===== src/rtl/pcs_scr_pkg.sv =====
// Shared constants and types for the 40G/100G PCS scrambler, g(x) = x^58 + x^39 + 1.
package pcs_scr_pkg;

  localparam int LFSR_WIDTH = 58;
  localparam int TAP_A      = 39;
  localparam int TAP_B      = 58;

  typedef logic [LFSR_WIDTH-1:0] lfsr_state_t;

  localparam lfsr_state_t DEFAULT_SEED = {LFSR_WIDTH{1'b1}};

  // Number of beats needed before the state holds only line-derived bits.
  function automatic int sync_beats(input int width);
    return (LFSR_WIDTH + width - 1) / width;
  endfunction

endpackage


===== src/rtl/pcs_lfsr58_core.sv =====
// Combinational multi-bit step of the x^58+x^39+1 scrambler or descrambler.
// Every output bit and next-state bit is a fixed XOR over {state, data},
// so the per-bit masks are worked out at elaboration and the logic is
// one XOR-reduce per bit.
module pcs_lfsr58_core
  import pcs_scr_pkg::*;
#(
  parameter int DATA_WIDTH = 64,
  parameter int DESCRAMBLE = 0
) (
  input  logic [DATA_WIDTH-1:0] i_data,
  input  logic [LFSR_WIDTH-1:0] i_state,
  output logic [DATA_WIDTH-1:0] o_data,
  output logic [LFSR_WIDTH-1:0] o_state
);

  // Input vector: data bits first, then state bits (state[k] at DATA_WIDTH+k).
  localparam int NIN = DATA_WIDTH + LFSR_WIDTH;

  // Mask selection: sel=0 -> payload output bit idx, sel=1 -> next-state bit idx.
  // hist holds the dependency mask of every line bit S_p, entry p+LFSR_WIDTH,
  // p running from -LFSR_WIDTH (oldest state bit) to DATA_WIDTH-1.
  function automatic logic [NIN-1:0] tap_mask(input bit sel, input int idx);
    logic [NIN*NIN-1:0] hist;
    logic [NIN-1:0]     m;
    hist = '0;
    for (int k = 1; k <= LFSR_WIDTH; k++) begin
      m = '0;
      m[DATA_WIDTH+k-1] = 1'b1;
      hist[(LFSR_WIDTH-k)*NIN +: NIN] = m;
    end
    for (int j = 0; j < DATA_WIDTH; j++) begin
      m = '0;
      m[j] = 1'b1;
      if (DESCRAMBLE == 0) begin
        m = m ^ hist[(j+LFSR_WIDTH-TAP_A)*NIN +: NIN]
              ^ hist[(j+LFSR_WIDTH-TAP_B)*NIN +: NIN];
      end
      hist[(j+LFSR_WIDTH)*NIN +: NIN] = m;
    end
    if (!sel) begin
      if (DESCRAMBLE == 0) begin
        m = hist[(idx+LFSR_WIDTH)*NIN +: NIN];
      end else begin
        m = '0;
        m[idx] = 1'b1;
        m = m ^ hist[(idx+LFSR_WIDTH-TAP_A)*NIN +: NIN]
              ^ hist[(idx+LFSR_WIDTH-TAP_B)*NIN +: NIN];
      end
    end else begin
      // Next state[k] is the line bit k+1 positions before the next beat.
      m = hist[(DATA_WIDTH-1-idx+LFSR_WIDTH)*NIN +: NIN];
    end
    return m;
  endfunction

  logic [NIN-1:0] w_x;
  assign w_x = {i_state, i_data};

  for (genvar gi = 0; gi < DATA_WIDTH; gi++) begin : g_data
    localparam logic [NIN-1:0] MASK = tap_mask(1'b0, gi);
    assign o_data[gi] = ^(w_x & MASK);
  end

  for (genvar gi = 0; gi < LFSR_WIDTH; gi++) begin : g_state
    localparam logic [NIN-1:0] MASK = tap_mask(1'b1, gi);
    assign o_state[gi] = ^(w_x & MASK);
  end

endmodule


===== src/rtl/pcs_scrambler_pipe.sv =====
// Registered self-synchronising PCS scrambler/descrambler, one per lane.
// One output register with valid/ready; sync header rides alongside unscrambled.
module pcs_scrambler_pipe
  import pcs_scr_pkg::*;
#(
  parameter int                  DATA_WIDTH = 64,
  parameter int                  HDR_WIDTH  = 2,
  parameter int                  DESCRAMBLE = 0,
  parameter logic [LFSR_WIDTH-1:0] SEED     = DEFAULT_SEED
) (
  input  logic                  CLK,
  input  logic                  rst,
  input  logic                  in_valid,
  output logic                  in_ready,
  input  logic [DATA_WIDTH-1:0] in_data,
  input  logic [HDR_WIDTH-1:0]  in_hdr,
  input  logic                  bypass,
  input  logic                  seed_load,
  input  logic [LFSR_WIDTH-1:0] seed_value,
  output logic                  out_valid,
  input  logic                  out_ready,
  output logic [DATA_WIDTH-1:0] out_data,
  output logic [HDR_WIDTH-1:0]  out_hdr,
  output logic                  synced,
  output logic [LFSR_WIDTH-1:0] lfsr_state
);

  localparam int NSYNC = sync_beats(DATA_WIDTH);
  localparam int CNT_W = $clog2(NSYNC + 1);
  localparam logic [CNT_W-1:0] NSYNC_C = CNT_W'(NSYNC);

  logic                  r_out_valid;
  logic [DATA_WIDTH-1:0] r_out_data;
  logic [HDR_WIDTH-1:0]  r_out_hdr;
  logic [LFSR_WIDTH-1:0] r_state;
  logic [CNT_W-1:0]      r_cnt;
  logic                  r_synced;

  logic                  w_accept;
  logic                  w_advance;
  logic [DATA_WIDTH-1:0] w_core_data;
  logic [LFSR_WIDTH-1:0] w_core_state;
  logic [CNT_W-1:0]      w_cnt_inc;

  assign in_ready  = !r_out_valid || out_ready;
  assign w_accept  = in_valid && in_ready;
  assign w_advance = w_accept && !bypass;
  assign w_cnt_inc = r_cnt + CNT_W'(1);

  pcs_lfsr58_core #(
    .DATA_WIDTH (DATA_WIDTH),
    .DESCRAMBLE (DESCRAMBLE)
  ) u_core (
    .i_data  (in_data),
    .i_state (r_state),
    .o_data  (w_core_data),
    .o_state (w_core_state)
  );

  // Output register: load on accept, drop valid once the beat has drained.
  always_ff @(posedge CLK or posedge rst) begin
    if (rst) begin
      r_out_valid <= 1'b0;
      r_out_data  <= '0;
      r_out_hdr   <= '0;
    end else if (w_accept) begin
      r_out_valid <= 1'b1;
      r_out_data  <= bypass ? in_data : w_core_data;
      r_out_hdr   <= in_hdr;
    end else if (out_ready) begin
      r_out_valid <= 1'b0;
    end
  end

  // LFSR state: seed load overrides the update of a beat accepted in the same cycle.
  always_ff @(posedge CLK or posedge rst) begin
    if (rst) begin
      r_state <= SEED;
    end else if (seed_load) begin
      r_state <= seed_value;
    end else if (w_advance) begin
      r_state <= w_core_state;
    end
  end

  // Sync counter: saturating count of processed beats since reset/seed load.
  always_ff @(posedge CLK or posedge rst) begin
    if (rst) begin
      r_cnt    <= '0;
      r_synced <= 1'b0;
    end else if (seed_load) begin
      r_cnt    <= '0;
      r_synced <= 1'b0;
    end else if (w_advance && (r_cnt != NSYNC_C)) begin
      r_cnt    <= w_cnt_inc;
      r_synced <= (w_cnt_inc == NSYNC_C);
    end
  end

  assign out_valid  = r_out_valid;
  assign out_data   = r_out_data;
  assign out_hdr    = r_out_hdr;
  assign synced     = r_synced;
  assign lfsr_state = r_state;

endmodule

===== config.mk =====
export PLATFORM = sky130hd
export DESIGN_NAME = pcs_scrambler_pipe
export DESIGN_NICKNAME = d
export VERILOG_FILES = /design/src/rtl/pcs_scr_pkg.sv /design/src/rtl/pcs_lfsr58_core.sv /design/src/rtl/pcs_scrambler_pipe.sv
export SDC_FILE = /design/constraint.sdc
export NUM_CORES = 1
export LEC_CHECK = 0
export ABC_CLOCK_PERIOD_IN_PS = 8720
export BUFFER_PORTS_ARGS = -buffer_cell sky130_fd_sc_hd__buf_2
export CORE_MARGIN = 2
export CORE_UTILIZATION = 45
export DETAILED_ROUTE_END_ITERATION = 16
export PLACE_DENSITY = 0.73
export SETUP_SLACK_MARGIN = 0.05
export SYNTH_ARGS = -nofsm -noshare
export SYNTH_HDL_FRONTEND = slang
export SYNTH_HIERARCHICAL = 1
export SYNTH_SLANG_ARGS = --single-unit

===== constraint.sdc =====
create_clock -name CLK -period 8.72 [get_ports CLK]
set_clock_uncertainty 0.05 [all_clocks]
set_input_delay 1.308 -clock CLK [delete_from_list [all_inputs] [get_ports CLK]]
set_output_delay 1.308 -clock CLK [all_outputs]
set_load 0.02 [all_outputs]

==> out/qor.csv, run 1 <==
stage,metric,value,unit
status,status,"finished, final reports clean",
sta,setup_violations,0,
layout,synthToLayoutAreaGrowth,20.68,%
global_routing,overflow,0,
sta,setup_tns,0,ps
drt,wirelength,23120,um
die,die_area,19250,um^2
synthesis,netlist_instances,666,
worst_setup_path,worstSetupPathType,input port to primary output,
worst_setup_path,end_kind,primary output,
global_routing,grt_max_degree,72,
clocking,holdBufCountCts,0,
clocking,clk_latency,410,ps
die,dieWidth,138.7,um
synthesis,yosysWarningCount,6,
worst_setup_path,crit_path_start_kind,input port,
layout,nets,976,
sta,period_needed,3761,ps
drt,first_iter_violations,278,
place,io_buffers,256,
sta,slew_headroom,0.2923,
drt,drt-vias-per-instance,5.259,
clocking,clkSinkCount,126,
run,cap_violations,0,
drt,vias,5732,
layout,layout_commonest_cell,buf_2,
layout,n_fill_cell,1560,
power_and_ir_drop,p_leak,4.597,nW
drt,dr.pass1.iters,4,
place,hpwlAfterDp,16360,um
layout,utilization,0.5507,
worst_setup_path,path_max_fanout,69,
die,core,17900,um^2
global_routing,grt_pass1_wl,34360,um
worst_setup_path,crit_arrival,2400,ps
sta,worst_slew_pin_slew,1062,ps
synthesis,synth.cell_area,8169,um^2
power_and_ir_drop,p_per_area,454.1,nW/um^2
sta,maxSlewViolCount,0,
die,ios,257,
place,placedInstanceArea,9141,um^2
clocking,cts_setup_buffers,0,
clocking,root_buffer,clkbuf_16,
layout,final_cell_mix,"255 x buf_2, 128 x a21oi_1, 98 x mux2_2",
clocking,post_cts_resized,0,
layout,design_area,9858,um^2
worst_hold_path,min_path_type,flip-flop to flip-flop,
place,placed_cells_incl_taps,1056,
die,die_y,138.7,um
clocking,h-tree-depth,4,
drt,drc,0,
drt,wl_per_cell,21.21,um
die,initial_core_util,0.4563,
power_and_ir_drop,vdd_drop_max,0.1847,mV
layout,final_cells,1090,
clocking,cts_tree,built,
place,globalplace.congestion,0.9494,
die,row_count,49,
clocking,clockBufferDepth,2,
sta,hold_violations,0,
layout,multi_input_area,4295,um^2
global_routing,antenna_found_initial,2,
layout,register_area,3226,um^2
synthesis,syn_avg_cell_area,12.27,um^2
sta,min_period_over_period,0.4313,
synthesis,synth_fp_nets,796,
layout,drive_gt1_frac,0.5716,
global_routing,grt_pass1_vias,5721,
clocking,clk_pin_slew,60,ps
global_routing,grt_use_total,0.2344,
synthesis,synthDistinctLibCells,23,
synthesis,ys_seq_elements,126,
sta,fmax,265.9,MHz
worst_setup_path,cp.required,7360,ps
synthesis,seq_area_frac_synth,0.3949,
drt,ant_nets,0,
clocking,numCtsBuffers,17,
sta,rsz0062_at_grt,false,
metrics by stage:
step	worst slack, ps	hold slack [ps]	power, W
CTS	4984	461.6	0.004506
global route	4924	473.2	0.004707
global placement	4983	422.4	0.003587
finish	4959	460.9	0.004476
floorplan	4102	548.9	0.003370
detailed placement	4982	439.9	0.003627
area by class of cell:
| type | count | share of cell area |
|---|---|---|
| repair buffers | 261 | 0.1340 |
| well taps | 229 | 0.02906 |
| diodes | 2 | 0.0005077 |
| flip-flops and latches | 126 | 0.3272 |
| inverters | 2 | 0.001269 |
| clock inverters | 13 | 0.02627 |
| multi-input cells | 438 | 0.4357 |
| clock buffers | 19 | 0.04594 |
logic make-up (layout without fill, tap and decap cells):
logic type | Yosys count | count (layout) | share of synthesized area
XOR/XNOR | 122 | 122 | 0.1904
AO/OA/AOI/OAI | 130 | 130 | 0.08026
multiplexers | 182 | 182 | 0.2503
AND/OR/NAND/NOR | 4 | 4 | 0.003676
flip-flops | 126 | 126 | 0.3949
other | 0 | 2 | 0
buffers and inverters | 102 | 295 | 0.08056
path summary, 6_finish.rpt:
check | from | end | slack, ps | cells past startpoint
setup / recovery | out_ready | in_ready | 4960 | 3
hold / removal | out_hdr[0] | out_hdr[0] | 460 | 1
setup reg to reg | out_valid | out_data[22] | 6000 | 4
hold reg to reg | out_hdr[0] | out_hdr[0] | 460 | 1
max in group asynchronous | rst | out_data[29] | 6340 | 3
min in group asynchronous | rst | out_data[47] | 880 | 2
cells in the mapped netlist, drive strengths merged:
cell	n	area, um^2
nand2b	2	20.02
buf	85	594.3
xnor3	19	427.9
and2	1	6.260
mux2i	64	640.6
clkbuf	15	56.30
mux2	118	1404
dfrtp	68	1702
xor3	6	142.6
xor2	19	166.4
a21oi	128	640.6
inv	2	7.510
xnor2	78	818.3
nor2	1	3.750
a31oi	1	6.260
a31o	1	8.760
dfstp	58	1524
worst max-delay path, stage by stage:
cell and delay, ps:
buf_2 70, nand2b_4 640, buf_2 300
layer usage:
metal	vias to the layer above	track usage	share of wire	routed length (um)
li1	2647	-	-	-
met1	2854	0.3277	0.45	10330
met2	205	0.3653	0.47	10840
met3	26	0.04938	0.064	1469
met4	0	0.08028	0.020	471
met5	-	0	0	0
where the power goes:
| group | internal [W] | switching [W] | leakage [nW] |
|---|---|---|---|
| registers | 0.000974 | 0.000328 | 1.36 |
| clock network | 0.000582 | 0.000276 | 0.336 |
| logic | 0.00115 | 0.00116 | 2.90 |
| total | 0.00271 | 0.00177 | 4.60 |
state kept, by name (all words and copies together), names as in the netlist:
name        flops
r_cnt           1
lfsr_state     58
out_valid       1
out_hdr         2
out_data       64
Note: power is estimated with default switching activity, not from simulation.
==> run 2: changes to the inputs <==
--- a/config.mk
+++ b/config.mk
@@ -5,12 +5,12 @@
 export SDC_FILE = /design/constraint.sdc
 export NUM_CORES = 1
 export LEC_CHECK = 0
-export ABC_CLOCK_PERIOD_IN_PS = 8720
+export ABC_CLOCK_PERIOD_IN_PS = 3240
 export BUFFER_PORTS_ARGS = -buffer_cell sky130_fd_sc_hd__buf_2
 export CORE_MARGIN = 2
 export CORE_UTILIZATION = 45
 export DETAILED_ROUTE_END_ITERATION = 16
-export PLACE_DENSITY = 0.73
+export PLACE_DENSITY = 0.76
 export SETUP_SLACK_MARGIN = 0.05
 export SYNTH_ARGS = -nofsm -noshare
 export SYNTH_HDL_FRONTEND = slang
==> constraint.sdc (replaced) <==
create_clock -name CLK -period 3.24 [get_ports CLK]
set_clock_uncertainty 0.05 [all_clocks]
set_input_delay 0.486 -clock CLK [delete_from_list [all_inputs] [get_ports CLK]]
set_output_delay 0.486 -clock CLK [all_outputs]
set_load 0.02 [all_outputs]
==> out/qor.csv, run 2 (synthesized netlist as in run 1, its figures left out) <==
stage,metric,value,unit,change
clocking,h-tree-depth,4,,unchanged
worst_setup_path,worstSetupPathType,flip-flop to primary output,,
worst_setup_path,crit_arrival,1910,ps,-490 ps
worst_setup_path,crit_path_start_kind,flip-flop,,
die,core,17900,um^2,unchanged
layout,largest_register_ffs,64,,unchanged
die,ios,257,,unchanged
layout,n_fill_cell,1560,,unchanged
global_routing,grt_pass1_vias,5986,,+4.6%
layout,final_cell_mix,"255 x buf_2, 128 x a21oi_1, 98 x mux2_2",,
drt,ant_nets,0,,unchanged
worst_hold_path,min_path_type,input port to asynchronous set/reset pin,,
drt,first_iter_violations,287,,+3.2%
worst_setup_path,crit_chain,nand2b_4 > buf_4 > buf_2,,
global_routing,overflow,0,,unchanged
clocking,clk_latency,420,ps,about the same
sta,fin_hold_ws,89.85,ps,-371.0 ps
run,cap_violations,0,,unchanged
sta,hold_violations,0,,unchanged
worst_setup_path,crit_slowest_cell,buf_4,,
global_routing,grt_pass1_wl,36140,um,+5.2%
sta,setup_tns,0,ps,unchanged
power_and_ir_drop,vdd_drop_max,0.5537,mV,+200%
layout,layout_commonest_cell,buf_2,,
drt,drc,0,,unchanged
clocking,cts_tree,built,,
drt,wl_per_cell,21.70,um,+2.3%
sta,worst_slew_pin_slew,895.2,ps,-166.3 ps
clocking,clkSinkCount,126,,unchanged
die,initial_core_util,0.4563,,unchanged
sta,maxSlewViolCount,0,,unchanged
die,row_count,49,,unchanged
drt,dr.pass1.iters,4,,unchanged
sta,setup_violations,0,,unchanged
clocking,cts_setup_buffers,0,,unchanged
worst_setup_path,path_max_fanout,38,,-45%
clocking,clk_pin_slew,60,ps,about the same
global_routing,antenna_found_initial,3,,+1
clocking,root_buffer,clkbuf_16,,
sta,slew_headroom,0.4032,,+0.1109
worst_setup_path,cp.required,2700,ps,-4660 ps
global_routing,grt_max_degree,127,,+76%
power_and_ir_drop,p_per_area,1197,nW/um^2,+160%
clocking,post_cts_resized,0,,unchanged
place,hpwlAfterDp,17260,um,+5.5%
layout,synthToLayoutAreaGrowth,19.91,%,
power_and_ir_drop,p_leak,4.584,nW,-0.28%
layout,nets,983,,+0.72%
worst_setup_path,critPathMaxStageDelay,450,ps,-190 ps
layout,drive_gt1_frac,0.5693,,-0.002311
sta,min_period_over_period,0.7545,,
global_routing,grt_use_total,0.2460,,+0.01160
die,die_y,138.7,um,unchanged
drt,wirelength,23830,um,+3.1%
place,globalplace.congestion,0.8684,,-8.5%
status,status,"finished, final reports clean",,
die,die_area,19250,um^2,unchanged
drt,vias,5857,,+2.2%
sta,period_needed,2445,ps,
die,dieWidth,138.7,um,unchanged
clocking,numCtsBuffers,17,,unchanged
clocking,clockBufferDepth,2,,unchanged
worst_setup_path,end_kind,primary output,,
sta,fmax,409.1,MHz,
drt,drt-vias-per-instance,5.334,,+1.4%
sta,rsz0062_at_grt,false,,
place,io_buffers,256,,unchanged
clocking,holdBufCountCts,0,,unchanged
==> run 2: power by group <==
part           internal [W]  switching, W
Sequential          0.00263      0.000905
Clock               0.00119      0.000703
Combinational       0.00311       0.00319
Total               0.00692       0.00480
==> run 2: metal layers <==
metal | global-route usage | wire, um
met4 | 0.06805 | 317
met2 | 0.3708 | 10850
met5 | 0 | 0
met1 | 0.3573 | 11020
met3 | 0.05870 | 1638
==> run 2: final cells by class <==
cell class                 count  area, um^2  area share
antenna                        3       7.507   0.0007664
clock buffer                  25       485.5     0.04956
clock inverter                 7       85.08    0.008686
inverter                       2       11.26    0.001150
multi-input combinational    438        4295      0.4385
sequential                   126        3226      0.3293
tap                          229       286.5     0.02925
timing repair buffer         268        1399      0.1428
==> run 2: worst paths after layout <==
kind | startpoint | to | slack (ps) | depth (start not counted)
setup reg to reg | out_valid | lfsr_state[21] | 1200 | 4
hold reg to reg | out_hdr[1] | out_hdr[1] | 450 | 1
setup / recovery | out_valid | in_ready | 800 | 3
min in group CLK | in_hdr[1] | out_hdr[1] | 260 | 2
max in group asynchronous | rst | out_data[15] | 2260 | 3
hold / removal | rst | out_data[48] | 90 | 3
==> run 2: metrics by stage <==
stage               total power (W)  setup slack, ps    util  cells  cell area, um^2
global placement           0.009711            979.5  0.5149   1063             9218
global route                0.01233            691.0  0.5472   1098             9796
detailed placement         0.009823            969.0  0.5149   1063             9218
floorplan                  0.009070             1198       -    666             8173
CTS                         0.01176            777.2  0.5468   1095             9788
finish                      0.01172            795.5  0.5472   1098             9796
==> run 2: critical path: cells and delay by family, from the launching register on <==
kind | cells | cell delay (ps)
buffers and inverters | 2 | 690
flip-flops | 1 | 400
AND/OR/NAND/NOR | 1 | 380
